--- config.mk ---
export PLATFORM = sky130hd
export DESIGN_NAME = lz77_code_fifo
export DESIGN_NICKNAME = d
export VERILOG_FILES = /design/src/rtl/lz77_pkg.sv /design/src/rtl/lz77_code_ram.sv /design/src/rtl/lz77_code_fifo.sv
export SDC_FILE = /design/constraint.sdc
export NUM_CORES = 1
export LEC_CHECK = 0
export CAP_MARGIN = 20
export CORE_MARGIN = 4
export CORE_UTILIZATION = 47
export DETAILED_ROUTE_END_ITERATION = 10
export GPL_ROUTABILITY_DRIVEN = 0
export GPL_TIMING_DRIVEN = 1
export MAX_ROUTING_LAYER = met4
export PLACE_DENSITY_LB_ADDON = 0.25
export SLEW_MARGIN = 10
export SYNTH_ARGS = -nofsm -noshare
export SYNTH_HDL_FRONTEND = slang
export SYNTH_HIERARCHICAL = 1
export SYNTH_SLANG_ARGS = --single-unit
--- constraint.sdc ---
create_clock -name clk -period 3.1 [get_ports clk]
set_clock_uncertainty 0.15 [all_clocks]
set_input_delay 0.775 -clock clk [delete_from_list [all_inputs] [get_ports clk]]
set_output_delay 0.775 -clock clk [all_outputs]
set_load 0.005 [all_outputs]
--- src/rtl/lz77_pkg.sv ---
// Shared LZ77 code definitions for the encoder/decoder code path.
// Field widths and the packed code entry layout.
package lz77_pkg;

  localparam int OFFSET_W   = 4;
  localparam int LEN_W      = 3;
  localparam int CHAR_W     = 8;
  localparam int FIFO_DEPTH = 8;
  localparam int CODE_W     = OFFSET_W + LEN_W + CHAR_W + 1;

  typedef struct packed {
    logic [OFFSET_W-1:0] offset;
    logic [LEN_W-1:0]    match_len;
    logic [CHAR_W-1:0]   char_nxt;
    logic                last;
  } lz77_code_t;

endpackage

--- src/rtl/lz77_code_ram.sv ---
// Code storage: register file with synchronous write, asynchronous read.
// Deliberately not reset; the FIFO never exposes entries while empty.
module lz77_code_ram #(
  parameter int DEPTH = 8,
  parameter int CW    = 16,
  parameter int AW    = $clog2(DEPTH)
) (
  input  logic          clk,
  input  logic          we,
  input  logic [AW-1:0] waddr,
  input  logic [CW-1:0] wdata,
  input  logic [AW-1:0] raddr,
  output logic [CW-1:0] rdata
);

  logic [CW-1:0] mem [DEPTH];

  always_ff @(posedge clk) begin
    if (we) begin
      mem[waddr] <= wdata;
    end
  end

  assign rdata = mem[raddr];

endmodule

--- src/rtl/lz77_code_fifo.sv ---
// Show-ahead FIFO carrying LZ77 codes from encoder to decoder,
// with sticky overflow and end-of-string (done) tracking.
module lz77_code_fifo
  import lz77_pkg::*;
#(
  parameter int DEPTH = FIFO_DEPTH,
  parameter int CW    = CODE_W
) (
  input  logic                      clk,
  input  logic                      reset,
  input  logic                      in_valid,
  input  logic [OFFSET_W-1:0]       in_offset,
  input  logic [LEN_W-1:0]          in_match_len,
  input  logic [CHAR_W-1:0]         in_char_nxt,
  input  logic                      in_finish,
  output logic                      busy,
  output logic                      out_valid,
  input  logic                      out_ready,
  output logic [OFFSET_W-1:0]       out_offset,
  output logic [LEN_W-1:0]          out_match_len,
  output logic [CHAR_W-1:0]         out_char_nxt,
  output logic                      out_last,
  output logic [$clog2(DEPTH):0]    count,
  output logic                      overflow,
  output logic                      done
);

  localparam int AW = $clog2(DEPTH);

  logic [AW-1:0] wr_ptr_q, wr_ptr_d;
  logic [AW-1:0] rd_ptr_q, rd_ptr_d;
  logic [AW:0]   count_q, count_d;
  logic          overflow_q, overflow_d;
  logic          done_q, done_d;

  logic          push;
  logic          pop;
  lz77_code_t    wr_code;
  lz77_code_t    head;
  logic [CW-1:0] rdata;

  assign out_valid = (count_q != '0);
  assign busy      = (count_q == (AW+1)'(DEPTH));

  assign push = in_valid & ~busy & ~done_q;
  assign pop  = out_valid & out_ready;

  assign wr_code = '{
    offset:    in_offset,
    match_len: in_match_len,
    char_nxt:  in_char_nxt,
    last:      in_finish
  };

  lz77_code_ram #(
    .DEPTH(DEPTH),
    .CW   (CW),
    .AW   (AW)
  ) u_ram (
    .clk  (clk),
    .we   (push),
    .waddr(wr_ptr_q),
    .wdata(wr_code),
    .raddr(rd_ptr_q),
    .rdata(rdata)
  );

  assign head = rdata;

  // Fields are forced to zero so stale storage never leaks when empty.
  assign out_offset    = out_valid ? head.offset    : '0;
  assign out_match_len = out_valid ? head.match_len : '0;
  assign out_char_nxt  = out_valid ? head.char_nxt  : '0;
  assign out_last      = out_valid ? head.last      : 1'b0;

  always_comb begin
    wr_ptr_d   = wr_ptr_q;
    rd_ptr_d   = rd_ptr_q;
    count_d    = count_q;
    overflow_d = overflow_q;
    done_d     = done_q;
    if (push) begin
      wr_ptr_d = wr_ptr_q + AW'(1);
    end
    if (pop) begin
      rd_ptr_d = rd_ptr_q + AW'(1);
    end
    unique case ({push, pop})
      2'b10:   count_d = count_q + 1'b1;
      2'b01:   count_d = count_q - 1'b1;
      default: count_d = count_q;
    endcase
    // Codes arriving after the string finished are ignored, not overflow.
    if (in_valid & busy & ~done_q) begin
      overflow_d = 1'b1;
    end
    if (pop & head.last) begin
      done_d = 1'b1;
    end
  end

  always_ff @(posedge clk or posedge reset) begin
    if (reset) begin
      wr_ptr_q   <= '0;
      rd_ptr_q   <= '0;
      count_q    <= '0;
      overflow_q <= 1'b0;
      done_q     <= 1'b0;
    end else begin
      wr_ptr_q   <= wr_ptr_d;
      rd_ptr_q   <= rd_ptr_d;
      count_q    <= count_d;
      overflow_q <= overflow_d;
      done_q     <= done_d;
    end
  end

  assign count    = count_q;
  assign overflow = overflow_q;
  assign done     = done_q;

endmodule

==> impl_metrics.yaml <==
timing:
  tightest_slew_ns: 0.4893
  rsz0062_at_grt: "yes"
  fmax_mhz: 321.3
  fin_ws_ns: -0.01233
  finalSetupViolations: 3
  post-route-min-period_ns: 3.112
  hold_viol: 0
  slew_headroom: 0.6735
  period_share: 1.004
  slew_viol_final: 0
power_and_ir_drop:
  swShare: 0.2605
  p_leak_nw: 2.596
  p_seq_frac: 0.329
  combPwrFrac: 0.373
  pwr-share-clk: 0.298
  vdd_ir_drop_max_mv: 0.4772
  switchingPower_mw: 1.768
  internal-power_mw: 5.017
  powerDensity_nw_per_um2: 929.7
synthesis:
  yosysUniqueCellTypes: 39
  synthesis.area_sq_um: 5769
  synthCells: 274
  synth_edf_count: 128
  synth-seq-cells: 140
  synth_area_per_cell_sq_um: 21.06
  synth_flop_cell: "edfxtp_1"
  synthArstFlopShare: 0.08571
  synth_nets: 300
  synth_seq_area_share: 0.7183
  yosys_warnings: 6
grt:
  antenna_found_initial: 0
  grt_overflow: 0
  grt_pass1_wl_microns: 18020
  grt_pass1_vias: 3065
  grt_max_degree: 34
  track_usage: 0.1784
routing:
  drc_errors: 0
  first_iter_violations: 176
  vias: 2831
  wl_microns: 11470
  first_pass_iters: 4
  routedWlPerCell_microns: 22.06
  via_per_inst: 5.444
  ant_nets: 0
final_layout:
  finalCoreUtilization: 0.6075
  final_common_cell: "edfxtp_1"
  layout_common_cells: "edfxtp_1 (128), mux4_2 (32), clkdlybuf4s50_1 (27), buf_4 (25), clkbuf_16 (17)"
  nets: 386
  design_area_sq_um: 7297
  drive_gt1_frac: 0.4075
  synthToLayoutAreaGrowth_pct: 26.48
  diodes: 0
clock_tree:
  clk_latency_ns: 0.41
  tritoncts: "yes"
  cts_sinks: 140
  ctsHtreeMaxLevel: 4
  cts_made_buffers: 17
  cts.clk_slew.worst_paths_ns: 0.06
  cts-root-buf: "clkbuf_16"
  clock_path_buffers: 2
critical_path:
  critPathLaunchType: "register"
  arrival_ns: 2.19
  reg2reg_from: "count[1]$_DFFE_PP0P_"
  endpoint_kind: "output pin"
  critPathKind: "reg -> out"
  worstSetupStartpoint: "rd_ptr_q[0]$_DFFE_PP0N_"
  cp.required_ns: 2.17
  crit_path_max_fanout: 6
place:
  dp_hpwl_microns: 6547
  pre_cts_slack_ns: 0.01248
  place_area_sq_um: 6554
  numPortBuffers: 43
run:
  cap_violations: 0
worst_hold_path:
  min_path_type: "reg -> reg"
  hp-start: "overflow$_DFFE_PP0P_"
die:
  die_h_microns: 118.8
  start_util: 0.4803
  die_area_sq_um: 14110
  pin_count: 44
  core_area_sq_um: 12010
  num_rows: 40
  die_w_microns: 118.8
outcome:
  status: "complete, but fails checks"
  violations: "negative setup slack"
==> metal layers <==
layer	GRT usage	share of wire	routed length (microns)	vias up
li1	-	-	-	1276
met3	0.04306	0.041	475	11
met1	0.2291	0.44	5034	1469
met4	0.05793	0.0092	105	0
met5	-	0	0	-
met2	0.2828	0.51	5854	75
==> worst max-delay path: stages (launching register included) <==
cell and delay (ns):
dfrtp_2 0.43, buf_12 0.14, buf_12 0.12, buf_16 0.14
mux4_2 0.42, mux2_4 0.28, and2_4 0.14, buf_6 0.11
==> cell families (layout without fill, tap and decap cells) <==
family / Yosys count / count (layout) / synth area share
AOI/OAI and AO/OA: 8 / 8 / 0.01019
xor gates and xnor gates: 6 / 6 / 0.009110
adders and majority gates: 6 / 6 / 0.01431
buffers and inverters: 20 / 119 / 0.02038
DFF: 140 / 140 / 0.7183
muxes: 52 / 52 / 0.1820
and+or+nand+nor: 42 / 42 / 0.04576
==> timing repair <==
action	CTS	global route
resized for setup	129	17
buffers inserted	8	0
setup endpoints to repair	16	18
cloned	4	0
hold buffers	0	0
==> final timing paths <==
path | depth (start not counted) | endpoint | slack, ns
max | 7 | out_char_nxt[2] | -0.01
min | 1 | overflow$_DFFE_PP0P_ | 0.32
max reg2reg | 8 | count[3]$_DFFE_PP0P_ | 0.43
min reg2reg | 1 | overflow$_DFFE_PP0P_ | 0.32
max in group asynchronous | 2 | rd_ptr_q[0]$_DFFE_PP0N_ | 1.91
min in group asynchronous | 2 | overflow$_DFFE_PP0P_ | 0.53
==> cell usage after synthesis, types with 3 or more instances <==
cell / count / area share
and2_1: 16 / 0.017
mux2_2: 17 / 0.033
mux4_1: 28 / 0.13
dfrtp_1: 12 / 0.052
inv_1: 7 / 0.0046
nor2_1: 7 / 0.0046
xor2_1: 3 / 0.0046
nand2b_1: 3 / 0.0033
edfxtp_1: 128 / 0.67
mux4_2: 4 / 0.016
nand2_1: 3 / 0.0020
ha_1: 5 / 0.011
buf_1: 4 / 0.0026
buf_6: 5 / 0.0098
xnor2_1: 3 / 0.0046
==> through the flow <==
| stage | hold WS (ns) | cells | power, mW | TNS, ns |
|---|---|---|---|---|
| global placement | 0.3031 | 480 | 4.214 | 0 |
| CTS | 0.3248 | 524 | 6.830 | -0.2862 |
| floorplan | 0.3043 | 274 | 3.412 | 0 |
| detailed placement | 0.3112 | 480 | 4.231 | 0 |
| global route | 0.3482 | 520 | 7.128 | -0.5646 |
| finish | 0.3180 | 520 | 6.784 | -0.01726 |
==> power groups by stage <==
stage               sequential (mW)  clock, mW  combinational, mW
finish                         2.23       2.02               2.53
global route                   2.24       2.15               2.74
CTS                            2.23       2.06               2.54
detailed placement             2.26          0               1.97
global placement               2.26          0               1.96
floorplan                      2.25          0               1.16
==> flip-flops by register name, indices dropped and copies added, names as in the netlist <==
signal and count:
wr_ptr_q 3, count 4, rd_ptr_q 3, done 1, u_ram/mem 128, overflow 1
==> layout make-up <==
type | instances | area [sq um]
inverters | 8 | 30.03
repair buffers | 79 | 828.3
flip-flops and latches | 140 | 4145
fillers | 866 | 4715
multi-input cells | 114 | 1511
clock buffers | 18 | 429.2
well taps | 147 | 183.9
clock inverters | 14 | 168.9
Power figures use the tool's default switching activity.
